--- config.mk ---
export PLATFORM = sky130hd
export DESIGN_NAME = psum_shift_accumulator
export DESIGN_NICKNAME = d
export VERILOG_FILES = /design/src/rtl/psum_pkg.sv /design/src/rtl/psum_sat_add.sv /design/src/rtl/psum_shift_accumulator.sv
export SDC_FILE = /design/constraint.sdc
export NUM_CORES = 1
export LEC_CHECK = 0
export BUFFER_PORTS_ARGS = -buffer_cell sky130_fd_sc_hd__buf_2
export CAP_MARGIN = 20
export CORE_MARGIN = 5
export CORE_UTILIZATION = 60
export CTS_CLUSTER_DIAMETER = 100
export DETAILED_ROUTE_END_ITERATION = 8
export PLACE_DENSITY = 0.84
export SLEW_MARGIN = 30
export SYNTH_ARGS = -nofsm -noshare
export SYNTH_HDL_FRONTEND = slang
export SYNTH_SLANG_ARGS = --single-unit
--- constraint.sdc ---
create_clock -name clk -period 4.6 [get_ports clk]
set_clock_uncertainty 0.05 [all_clocks]
set_input_delay 0.23 -clock clk [delete_from_list [all_inputs] [get_ports clk]]
set_output_delay 0.23 -clock clk [all_outputs]
set_load 0.02 [all_outputs]
--- src/rtl/psum_pkg.sv ---
// Shared types and helpers for the partial-sum shift accumulator.
// Holds default widths, the FSM state enum and the term alignment function.
package psum_pkg;

    localparam int IN_W  = 8;
    localparam int ACC_W = 24;
    localparam int SH_W  = 4;

    typedef enum logic {
        ACCUM = 1'b0,
        HOLD  = 1'b1
    } state_t;

    // Sign-extend a PE partial sum to accumulator width, then weight it
    // by its brick-group bit position.
    function automatic logic signed [ACC_W-1:0] align_term(
        input logic signed [IN_W-1:0] v,
        input logic        [SH_W-1:0] sh
    );
        logic signed [ACC_W-1:0] ext;
        ext = ACC_W'(v);
        return ext <<< sh;
    endfunction

endpackage

--- src/rtl/psum_sat_add.sv ---
// Signed W-bit adder; saturates and flags overflow when PSUM_ACC_SAT_EN
// is defined, otherwise wraps and drives ovf low.
// Ports: a, b (operands), sum (result), ovf (saturation occurred).
module psum_sat_add #(
    parameter int W = 24
) (
    input  logic [W-1:0] a,
    input  logic [W-1:0] b,
    output logic [W-1:0] sum,
    output logic         ovf
);

`ifdef PSUM_ACC_SAT_EN
    logic [W:0] wide;

    always_comb begin
        wide = {a[W-1], a} + {b[W-1], b};
        // Extra sign bit disagreeing with the top result bit means the
        // true sum left the representable range.
        ovf  = wide[W] ^ wide[W-1];
        sum  = wide[W-1:0];
        if (ovf) begin
            sum = wide[W] ? {1'b1, {(W-1){1'b0}}}
                          : {1'b0, {(W-1){1'b1}}};
        end
    end
`else
    assign sum = a + b;
    assign ovf = 1'b0;
`endif

endmodule

--- src/rtl/psum_shift_accumulator.sv ---
// Shift-aligns PE partial sums and accumulates them per sequence; holds
// the finished result until downstream accepts it (PSUM_ACC_SAT_EN: sat).
// Ports: clk, reset (async low), in_valid/in_ready/pe_sum/in_shift/in_last,
// out_valid/out_ready/out_acc/out_beats/out_ovf.
module psum_shift_accumulator #(
    parameter int IN_W      = psum_pkg::IN_W,
    parameter int ACC_W     = psum_pkg::ACC_W,
    parameter int SH_W      = psum_pkg::SH_W,
    parameter int CNT_W     = 8,
    parameter int MAX_BEATS = 255
) (
    input  logic             clk,
    input  logic             reset,
    input  logic             in_valid,
    output logic             in_ready,
    input  logic [IN_W-1:0]  pe_sum,
    input  logic [SH_W-1:0]  in_shift,
    input  logic             in_last,
    output logic             out_valid,
    input  logic             out_ready,
    output logic [ACC_W-1:0] out_acc,
    output logic [CNT_W-1:0] out_beats,
    output logic             out_ovf
);

    import psum_pkg::*;

    state_t           state;
    state_t           state_nxt;
    logic [ACC_W-1:0] acc;
    logic [ACC_W-1:0] term;
    logic [ACC_W-1:0] sum;
    logic [CNT_W-1:0] cnt;
    logic [CNT_W-1:0] cnt_nxt;
    logic             ovf;
    logic             add_ovf;
    logic             take;
    logic             seq_end;
    logic             drain;

    assign term = align_term(pe_sum, in_shift);

    psum_sat_add #(
        .W(ACC_W)
    ) u_add (
        .a   (acc),
        .b   (term),
        .sum (sum),
        .ovf (add_ovf)
    );

    assign take    = in_valid & in_ready;
    assign drain   = out_valid & out_ready;
    assign cnt_nxt = cnt + CNT_W'(1);
    assign seq_end = in_last | (cnt_nxt == CNT_W'(MAX_BEATS));

    always_ff @(posedge clk or negedge reset) begin
        if (!reset) begin
            state <= ACCUM;
        end else begin
            state <= state_nxt;
        end
    end

    always_comb begin
        state_nxt = state;
        in_ready  = 1'b0;
        out_valid = 1'b0;
        unique case (state)
            ACCUM: begin
                in_ready = 1'b1;
                if (in_valid && seq_end) begin
                    state_nxt = HOLD;
                end
            end
            HOLD: begin
                out_valid = 1'b1;
                if (out_ready) begin
                    state_nxt = ACCUM;
                end
            end
            default: state_nxt = ACCUM;
        endcase
    end

    // The running registers double as the held result: they freeze in
    // HOLD because no beat is accepted there, and clear on the handshake.
    always_ff @(posedge clk or negedge reset) begin
        if (!reset) begin
            acc <= '0;
            cnt <= '0;
            ovf <= 1'b0;
        end else if (take) begin
            acc <= sum;
            cnt <= cnt_nxt;
            ovf <= ovf | add_ovf;
        end else if (drain) begin
            acc <= '0;
            cnt <= '0;
            ovf <= 1'b0;
        end
    end

    assign out_acc   = acc;
    assign out_beats = cnt;
    assign out_ovf   = ovf;

endmodule

* Word-level counts from Yosys, hierarchy flattened
Cells that the tools add are included.
Word-level totals: output and inout port bits 35, bits of input ports 17, memories 0, word-level logic and storage cells 22, bits in writable memories 0, bits in latches 0, bits in read-only memories 0, flip-flop bits (word level) 33
Operators by class: $mul 0, bitwise gates (word level) 4, add/subtract/negate cells 2, reductions and logical operators 2, shift-type cells 1, magnitude comparators 0, multiplexer cells 9, equal/unequal tests 1, div/mod/pow operators 0
Operator list (count):
- 2-to-1 mux 24 bit | 2
- adder 24 bit | 1
- <<< shifter 8 x 4 -> 24 bit | 1
- 2-to-1 mux 8 bit | 2
- adder 8 x 1 -> 8 bit (second input constant) | 1
- equality test 8 bit (second input constant) | 1
- 2-to-1 mux 1 bit | 4
- AND 1 bit | 2
- one-hot mux 1 bit (2 select lines) | 1
- nonzero test 2 bit | 1
- logical AND 1 bit | 1
- inverter 1 bit | 1
- bitwise OR 1 bit | 1

* Depth between registers and ports, before layout
Gate-level depths: netlist of the first run.
depth in word-level cells 6, mapped depth 16, gate-level depth less buffers 14

* Cells and area by module
A second synthesis of the first run with hierarchy kept.
Second synthesis, totals: cell total of the unflattened synthesis 384, area, all modules 3306.9 um^2
Modules (own cells, without submodules):
- psum_shift_accumulator | area an instance 2054.5 um^2, times used 1, seq. area each 850.8 um^2, cells each 215
- psum_sat_add | area an instance 1252.5 um^2, times used 1, seq. area each 0.0 um^2, cells each 169

* Worst setup path before layout of the first run
Ideal clock, no wire load.
kind input-to-reg, start point input port in_shift[0], end point register acc[16] (netlist: out_acc[16]), data arrival time 3066 ps, path slack 1415 ps, library setup time 69 ps, cell stages on the path 15, required time 4481 ps, buffers on the path 1, cells stage by stage clkbuf_1 -> mux2_2 -> nor2_1 -> nor2_1 -> nand2_1 -> o21ai_0 -> mux2_2 -> ha_1 -> nand2_1 -> nor2_2 -> o221ai_2 -> a31oi_4 -> a21oi_2 -> or4b_1 -> nand3_1
Between the ends: longest elaborated chain between the ends 3
Ends and longest elaborated chain:
- start: declaration | RTL line psum_shift_accumulator.sv:17 | input logic [SH_W-1:0] in_shift,
- <<< shifter 8 x 4 -> 24 bit | RTL line psum_pkg.sv:22 | return ext <<< sh;
- adder 24 bit | RTL line psum_sat_add.sv:28 | assign sum = a + b;
- 2-to-1 mux 24 bit | RTL line psum_shift_accumulator.sv:93 | end else if (take) begin
- end signal: assignment | RTL line psum_shift_accumulator.sv:94 | acc <= sum;
- end: declaration | RTL line psum_shift_accumulator.sv:30 | logic [ACC_W-1:0] acc;
No other way between the ends. A chain may end at the register's enable or synchronous reset.

* Worst setup path in the final report of the first run
start point input port in_shift[0], end point register acc[22] (netlist: out_acc[22])
The elaborated chain is that of the path after synthesis.

==> impl_metrics.yaml, run 1 <==
detailed_routing:
  drc: 0
  drtIter0Drc: 161
  wl_per_cell_um: 16.2
  first_pass_iters: 5
  dr_total_vias: 3203
  wl_um: 8210
  antenna_left: 0
  vias_per_cell: 6.31
global_routing:
  antenna_found_initial: 0
  grt_pass1_vias: 2851
  grt_first_pass_wirelength_um: 13200
  track_usage_pct: 24.8
  grt_max_degree: 34
  overflow: 0
placement:
  placed_cell_area_mm2: 0.00343
  io_buffers: 50
  placed_cells: 500
  dp_hpwl_um: 6100
  place_congestion: 0.942
critical_path:
  critPathRequiredTime_ps: 4770
  crit_type: "in -> reg"
  rr_startpoint: "out_acc[0]"
  critPathLaunchType: "input port"
  arrival_ps: 3280
  reg2reg_slack_ps: 1970
  rr_endpoint: "out_acc[20]"
  reg2regPathDepth: 9
  crit_path_max_fanout: 10
  endpoint_kind: "flip-flop"
final_layout:
  drive_gt1_share_pct: 16.9
  design_area_mm2: 0.00353
  layout.nets: 481
  stdcell_count: 508
  antenna_cells: 0
  final_core_util_pct: 69.1
  area_delta_synth_final_pct: 11.6
logic_synthesis:
  ys_types: 54
  synthCells: 401
  ys_ff_latch: 33
  synth_edf_count: 0
  ys_warn_count: 0
  syn-cell-area_mm2: 0.00316
  ys.flop_type: "dfrtp_1"
  synthArstFlopShare_pct: 100
  synth_area_per_cell_um2: 7.89
  synth-seq-area-share_pct: 26.1
  syn_nets: 444
worst_hold_path:
  hold_start: "out_ready"
  hp-class: "in -> reg"
  min_path_cells: 2
  min_to: "state"
clocking:
  cts_sinks: 33
  cts-resized-gates: 0
  cts_root_buf: "clkbuf_8"
  htree_levels: 2
  clockBufferDepth: 2
  cts_buffers: 5
  cts_tree: "yes"
  insertion_delay_ps: 290
  cts_setup_buffers: 0
  clk_pin_slew_ps: 70
sta:
  max_slew_margin_pct: 48.6
  layout_min_cycle_time_ps: 3100
  fmax_mhz: 322
  finalSetupViolCount: 0
  tns_ps: 0
  rsz0062_at_grt: "false"
  finalMaxSlewViolations: 0
  finalHoldViolCount: 0
  tightestPinTransition_ps: 771
  fin_crit_sh_pct: 67.5
floorplanning:
  start_util_pct: 61.9
  die_y_um: 82.6
  core_mm2: 0.00511
  die_w_um: 82.6
  die_area_mm2: 0.00682
  num_rows: 26
  pin_count: 52
power_and_ir_drop:
  p_leak_uw: 0.00170
  pwr-share-seq_pct: 25.7
  switching_share_pct: 49.5
  clkPwrFrac_pct: 12.3
  vdd_drop_max_v: 0.000252
  p_int_uw: 968
  p_comb_share_pct: 62.1
  p_per_area_mw_per_mm2: 543
  power_uw: 1920
  p_sw_uw: 948
run_status:
  outcome: "finished, final reports clean"
job:
  cap_violations: 0
-- cell usage in the layout, fill, tap and decap left out, types with 2 or more instances in the layout --
cell type / n
buf_2: 50
nand2_1: 42
o21ai_0: 40
a21oi_1: 33
dfrtp_1: 33
nor2_1: 32
ha_1: 25
mux2i_1: 14
a21o_1: 13
nand3_1: 12
inv_1: 10
xnor2_1: 7
xor2_1: 7
nand2b_1: 6
nor3_1: 6
o31ai_1: 6
nand4_1: 6
o21bai_1: 6
a211oi_1: 6
o21a_1: 6
clkbuf_8: 6
nor2b_1: 5
nor3b_1: 5
nor4_1: 4
mux2_2: 4
o22ai_1: 4
and3_1: 4
a31oi_1: 4
a21oi_2: 4
o21ai_1: 4
nand4b_1: 3
a22o_1: 2
nor2_2: 2
o211ai_1: 2
nand3b_1: 2
o2111ai_1: 2
buf_4: 2
-- routing by layer --
layer	global-route usage [%]	up-vias	share of wire, %
met5	0	-	0
met4	8.66	0	2.4
met3	4.45	21	6.8
met2	40.9	120	47
met1	32.6	1516	44
li1	-	1546	-
-- state kept, by name, summed over array words and instances, names as in the netlist --
name	count
out_acc	24
out_beats	8
state	1
-- worst max path at each step --
| stage | to | cells after the start | startpoint | slack (ps) |
|---|---|---|---|---|
| 2_1_floorplan | out_acc[16] | 15 | in_shift[0] | 1410 |
| 3_3_place_gp | out_acc[20] | 13 | in_shift[0] | 1280 |
| 3_5_place_dp | out_acc[20] | 13 | in_shift[0] | 1210 |
| 4_1_cts | out_acc[20] | 13 | in_shift[0] | 1500 |
| 5_1_grt | out_acc[21] | 13 | in_shift[0] | 1260 |
| 6_report | out_acc[22] | 13 | in_shift[0] | 1500 |
-- kinds of logic after synthesis --
| family | Yosys count | synth area share [%] |
|---|---|---|
| XOR/XNOR | 14 | 3.88 |
| other | 1 | 0.119 |
| flip-flops | 33 | 26.1 |
| buffers and inverters | 33 | 4.11 |
| adder cells (fa/ha/maj) | 26 | 10.5 |
| AND/OR/NAND/NOR | 133 | 20.3 |
| AO/OA/AOI/OAI | 143 | 29.1 |
| multiplexers | 18 | 5.85 |
-- repair_timing --
action / CTS / global route
hold buffers: 1 / 0
hold endpoints to repair: 23 / 0
setup endpoints to repair: 0 / 0
-- worst max-delay path, cell delays in order --
cell and delay [ps]:
buf_2 210, mux2_2 370, o21ai_0 280, o21ai_0 150, nor2b_1 180, ha_1 380
o21a_1 140, o21a_1 180, o221ai_2 150, a31oi_4 270, a21oi_1 140, or4_1 490
nand4_1 100
-- synthesized netlist by cell type, types with 2 or more instances --
library cell  count  area (um2)
buf_2             2        10.0
nand4_1           6        37.5
xnor2_1           7        61.3
nor4_1            4        25.0
a21o_1           13        97.6
a21oi_2           3        26.3
mux2_2            4        45.0
a31oi_1           4        25.0
nor2_2            2        12.5
and3_1            4        25.0
nor2_1           32         120
xor2_1            7        61.3
o21a_1            6        45.0
o21bai_1          6        45.0
o21ai_0          40         200
nand3_1          12        60.1
nor3b_1           5        37.5
o31ai_1           6        45.0
a21oi_1          34         170
nand2b_1          6        37.5
a211oi_1          6        45.0
inv_1            10        37.5
o21ai_1           4        20.0
nor3_1            6        30.0
clkbuf_1         19        71.3
o211ai_1          2        15.0
nand2_1          43         161
o22ai_1           4        25.0
dfrtp_1          33         826
nand4b_1          3        26.3
mux2i_1          14         140
a22o_1            2        17.5
nand3b_1          2        15.0
nor2b_1           5        31.3
ha_1             25         313
o2111ai_1         2        17.5
-- power by group through the flow --
| stage | registers (uW) | logic (uW) | clock network, uW |
|---|---|---|---|
| 6_report | 492 | 1190 | 235 |
| 5_1_grt | 506 | 1310 | 250 |
| 4_1_cts | 491 | 1180 | 236 |
| 2_1_floorplan | 606 | 761 | 0 |
| 3_5_place_dp | 496 | 1170 | 0 |
| 3_3_place_gp | 492 | 1140 | 0 |
-- metrics by stage --
step                      hold slack [ps]  worst slack [ps]
after floorplan                      -116              1410
after global placement                303              1280
after detailed placement              300              1210
after CTS                             114              1500
after global routing                  114              1260
final                                 113              1500
-- cell type report --
class / count / area [um2]
Multi-Input combinational cell: 335 / 2210
Fill cell: 445 / 1580
Sequential cell: 33 / 826
Timing Repair Buffer: 53 / 275
Tap cell: 70 / 87.6
Clock buffer: 6 / 82.6
Inverter: 10 / 37.5
Clock inverter: 1 / 7.51
Note: power is estimated with default switching activity, not from simulation.
==> run 2: changes to the inputs <==
ABC_AREA = 1   (was unset)
CORE_UTILIZATION = 59   (was 60)
PLACE_DENSITY = 0.82   (was 0.84)
clock period = 2.9 ns   (was 4.6 ns; I/O delays follow)
==> impl_metrics.yaml, run 2 <==
clocking:
  hold_buffers: 1
  insertion_delay_ps: 310
  cts_tree: "yes"
  cts-resized-gates: 0
  clk_pin_slew_ps: 80
  htree_levels: 2
  clockBufferDepth: 2
  cts_sinks: 33
  cts_buffers: 5
  cts_setup_buffers: 0
  cts_root_buf: "clkbuf_8"
logic_synthesis:
  synthCells: 611
  synth_largest_area_cell: "nand2_1"
  synthArstFlopShare_pct: 100
  ys_top_cells_by_area: "nand2_1, dfrtp_1, inv_1"
  synth_area_per_cell_um2: 5.83
  ys_types: 35
  yosys-top-cells-count: "nand2_1, inv_1, nor2_1, dfrtp_1, nand3_1"
  syn-cell-area_mm2: 0.00356
  ys.flop_type: "dfrtp_1"
  syn_nets: 654
  synth.most_common_cell: "nand2_1"
  ys_warn_count: 0
  synth.top_cell.area_share_pct: 25.3
  synth_edf_count: 0
  synth-seq-area-share_pct: 23.2
  ys_ff_latch: 33
detailed_routing:
  drc: 0
  dr_total_vias: 3913
  antenna_left: 0
  first_pass_iters: 5
  wl_per_cell_um: 13.1
  drtIter0Drc: 361
  wl_um: 9600
  vias_per_cell: 5.34
global_routing:
  grt_pass1_vias: 3595
  antenna_found_initial: 0
  overflow: 0
  grt_first_pass_wirelength_um: 16400
  grt_max_degree: 34
  track_usage_pct: 26.6
sta:
  tns_ps: 0
  layout_min_cycle_time_ps: 2330
  finalSetupViolCount: 0
  finalHoldViolCount: 0
  fmax_mhz: 430
  rsz0062_at_grt: "false"
  tightestPinTransition_ps: 749
  fin_crit_sh_pct: 80.3
  finalMaxSlewViolations: 0
  setup_slack_ps: 572
  max_slew_margin_pct: 50.0
placement:
  io_buffers: 50
  pre_cts_ws_ps: 295
  place_congestion: 0.963
  dp_hpwl_um: 7700
critical_path:
  critPathRequiredTime_ps: 3040
  arrival_ps: 2470
  cpMostUsedCell: "nand2_1"
  slowest_delay_ps: 400
  crit_type: "in -> reg"
  critPathLaunchType: "input port"
  path_cells: "buf_2 > or2_2 > o21ai_1 > nand2_1 > nand2_1 > nand2_1 > o21ai_0 > o21ai_0 > ha_1 > nand2_1 > nor2_2 > nand3_1 > nand3_1 > nand2_1 > nand2_1 > nand2_1 > nand3_1 > nand2_1"
  crit_slowest_cell: "ha_1"
  endpoint_kind: "flip-flop"
  crit_path_max_fanout: 7
  reg2reg_slack_ps: 800
floorplanning:
  core_mm2: 0.00589
  num_rows: 28
  pin_count: 52
  die_w_um: 87.7
  start_util_pct: 60.5
  die_area_mm2: 0.00769
  die_y_um: 87.7
final_layout:
  layout.nets: 700
  layout_commonest_cell: "nand2_1"
  area_delta_synth_final_pct: 11.8
  drive_gt1_share_pct: 13.1
  layout_common_cells: "nand2_1, inv_1, buf_2"
  largest_register_ffs: 24
  antenna_cells: 0
power_and_ir_drop:
  p_leak_uw: 0.00236
  pwr-share-seq_pct: 24.3
  p_sw_uw: 1710
  vdd_drop_max_v: 0.000431
  clkPwrFrac_pct: 15.1
  power_uw: 3280
  p_per_area_mw_per_mm2: 825
  switching_share_pct: 52.1
  p_int_uw: 1570
  p_comb_share_pct: 60.6
worst_hold_path:
  hp-class: "in -> reg"
run_status:
  outcome: "finished, final reports clean"
job:
  cap_violations: 0
-- run 2: layer usage --
metal	wire length [um]	global-route usage [%]
met1	4330	36.1
met2	4290	43.0
met3	655	3.20
met5	0	0
met4	325	10.6
-- run 2: power groups by stage --
stage | Combinational (uW) | Sequential (uW) | Clock, uW
after global placement | 1930 | 797 | 0
final | 1990 | 797 | 497
after floorplan | 1280 | 982 | 0
after detailed placement | 1970 | 803 | 0
after CTS | 1980 | 793 | 498
after global routing | 2270 | 829 | 514
-- run 2: through the flow --
stage	utilization (%)	instances	instance area [um2]	hold WS [ps]
2_1_floorplan	-	611	3560	-201
4_1_cts	67.6	733	3980	83.3
3_5_place_dp	65.4	724	3850	213
6_report	67.6	733	3980	85.8
5_1_grt	67.6	733	3980	101
3_3_place_gp	65.4	724	3850	204
-- run 2: final timing paths --
kind                                   from  cells after the start            to
min in group asynchronous             reset                      2   out_acc[15]
worst max register to register   out_acc[0]                     10   out_acc[22]
worst max-delay path            in_shift[0]                     18   out_acc[18]
max in group asynchronous             reset                      2   out_acc[11]
worst min register to register   out_acc[6]                      2    out_acc[6]
worst min-delay path               in_valid                      2  out_beats[2]
-- run 2: cell type report --
class / count / area [um2]
multi-input combinational: 464 / 2290
clock buffer: 6 / 82.6
clock inverter: 2 / 37.5
tap: 75 / 93.8
fill: 573 / 1900
inverter: 100 / 375
timing repair buffer: 53 / 275
sequential: 33 / 826
-- run 2: cell families (layout without fill, tap and decap cells) --
| family | count (synthesis) | count (layout) | share of synthesized area [%] |
|---|---|---|---|
| flops | 33 | 33 | 23.2 |
| fa+ha+maj | 26 | 26 | 9.34 |
| xor+xnor | 4 | 4 | 0.983 |
| simple gates | 351 | 351 | 41.1 |
| compound gates | 81 | 81 | 12.4 |
| buf+inv | 114 | 161 | 12.6 |
| mux | 1 | 1 | 0.281 |
| other cells | 1 | 1 | 0.105 |
-- run 2: critical path: cells and delay by family --
kind            cells  cell delay, ps
fa+ha+maj           1             400
simple gates       13            1420
compound gates      3             370
buf+inv             1             140
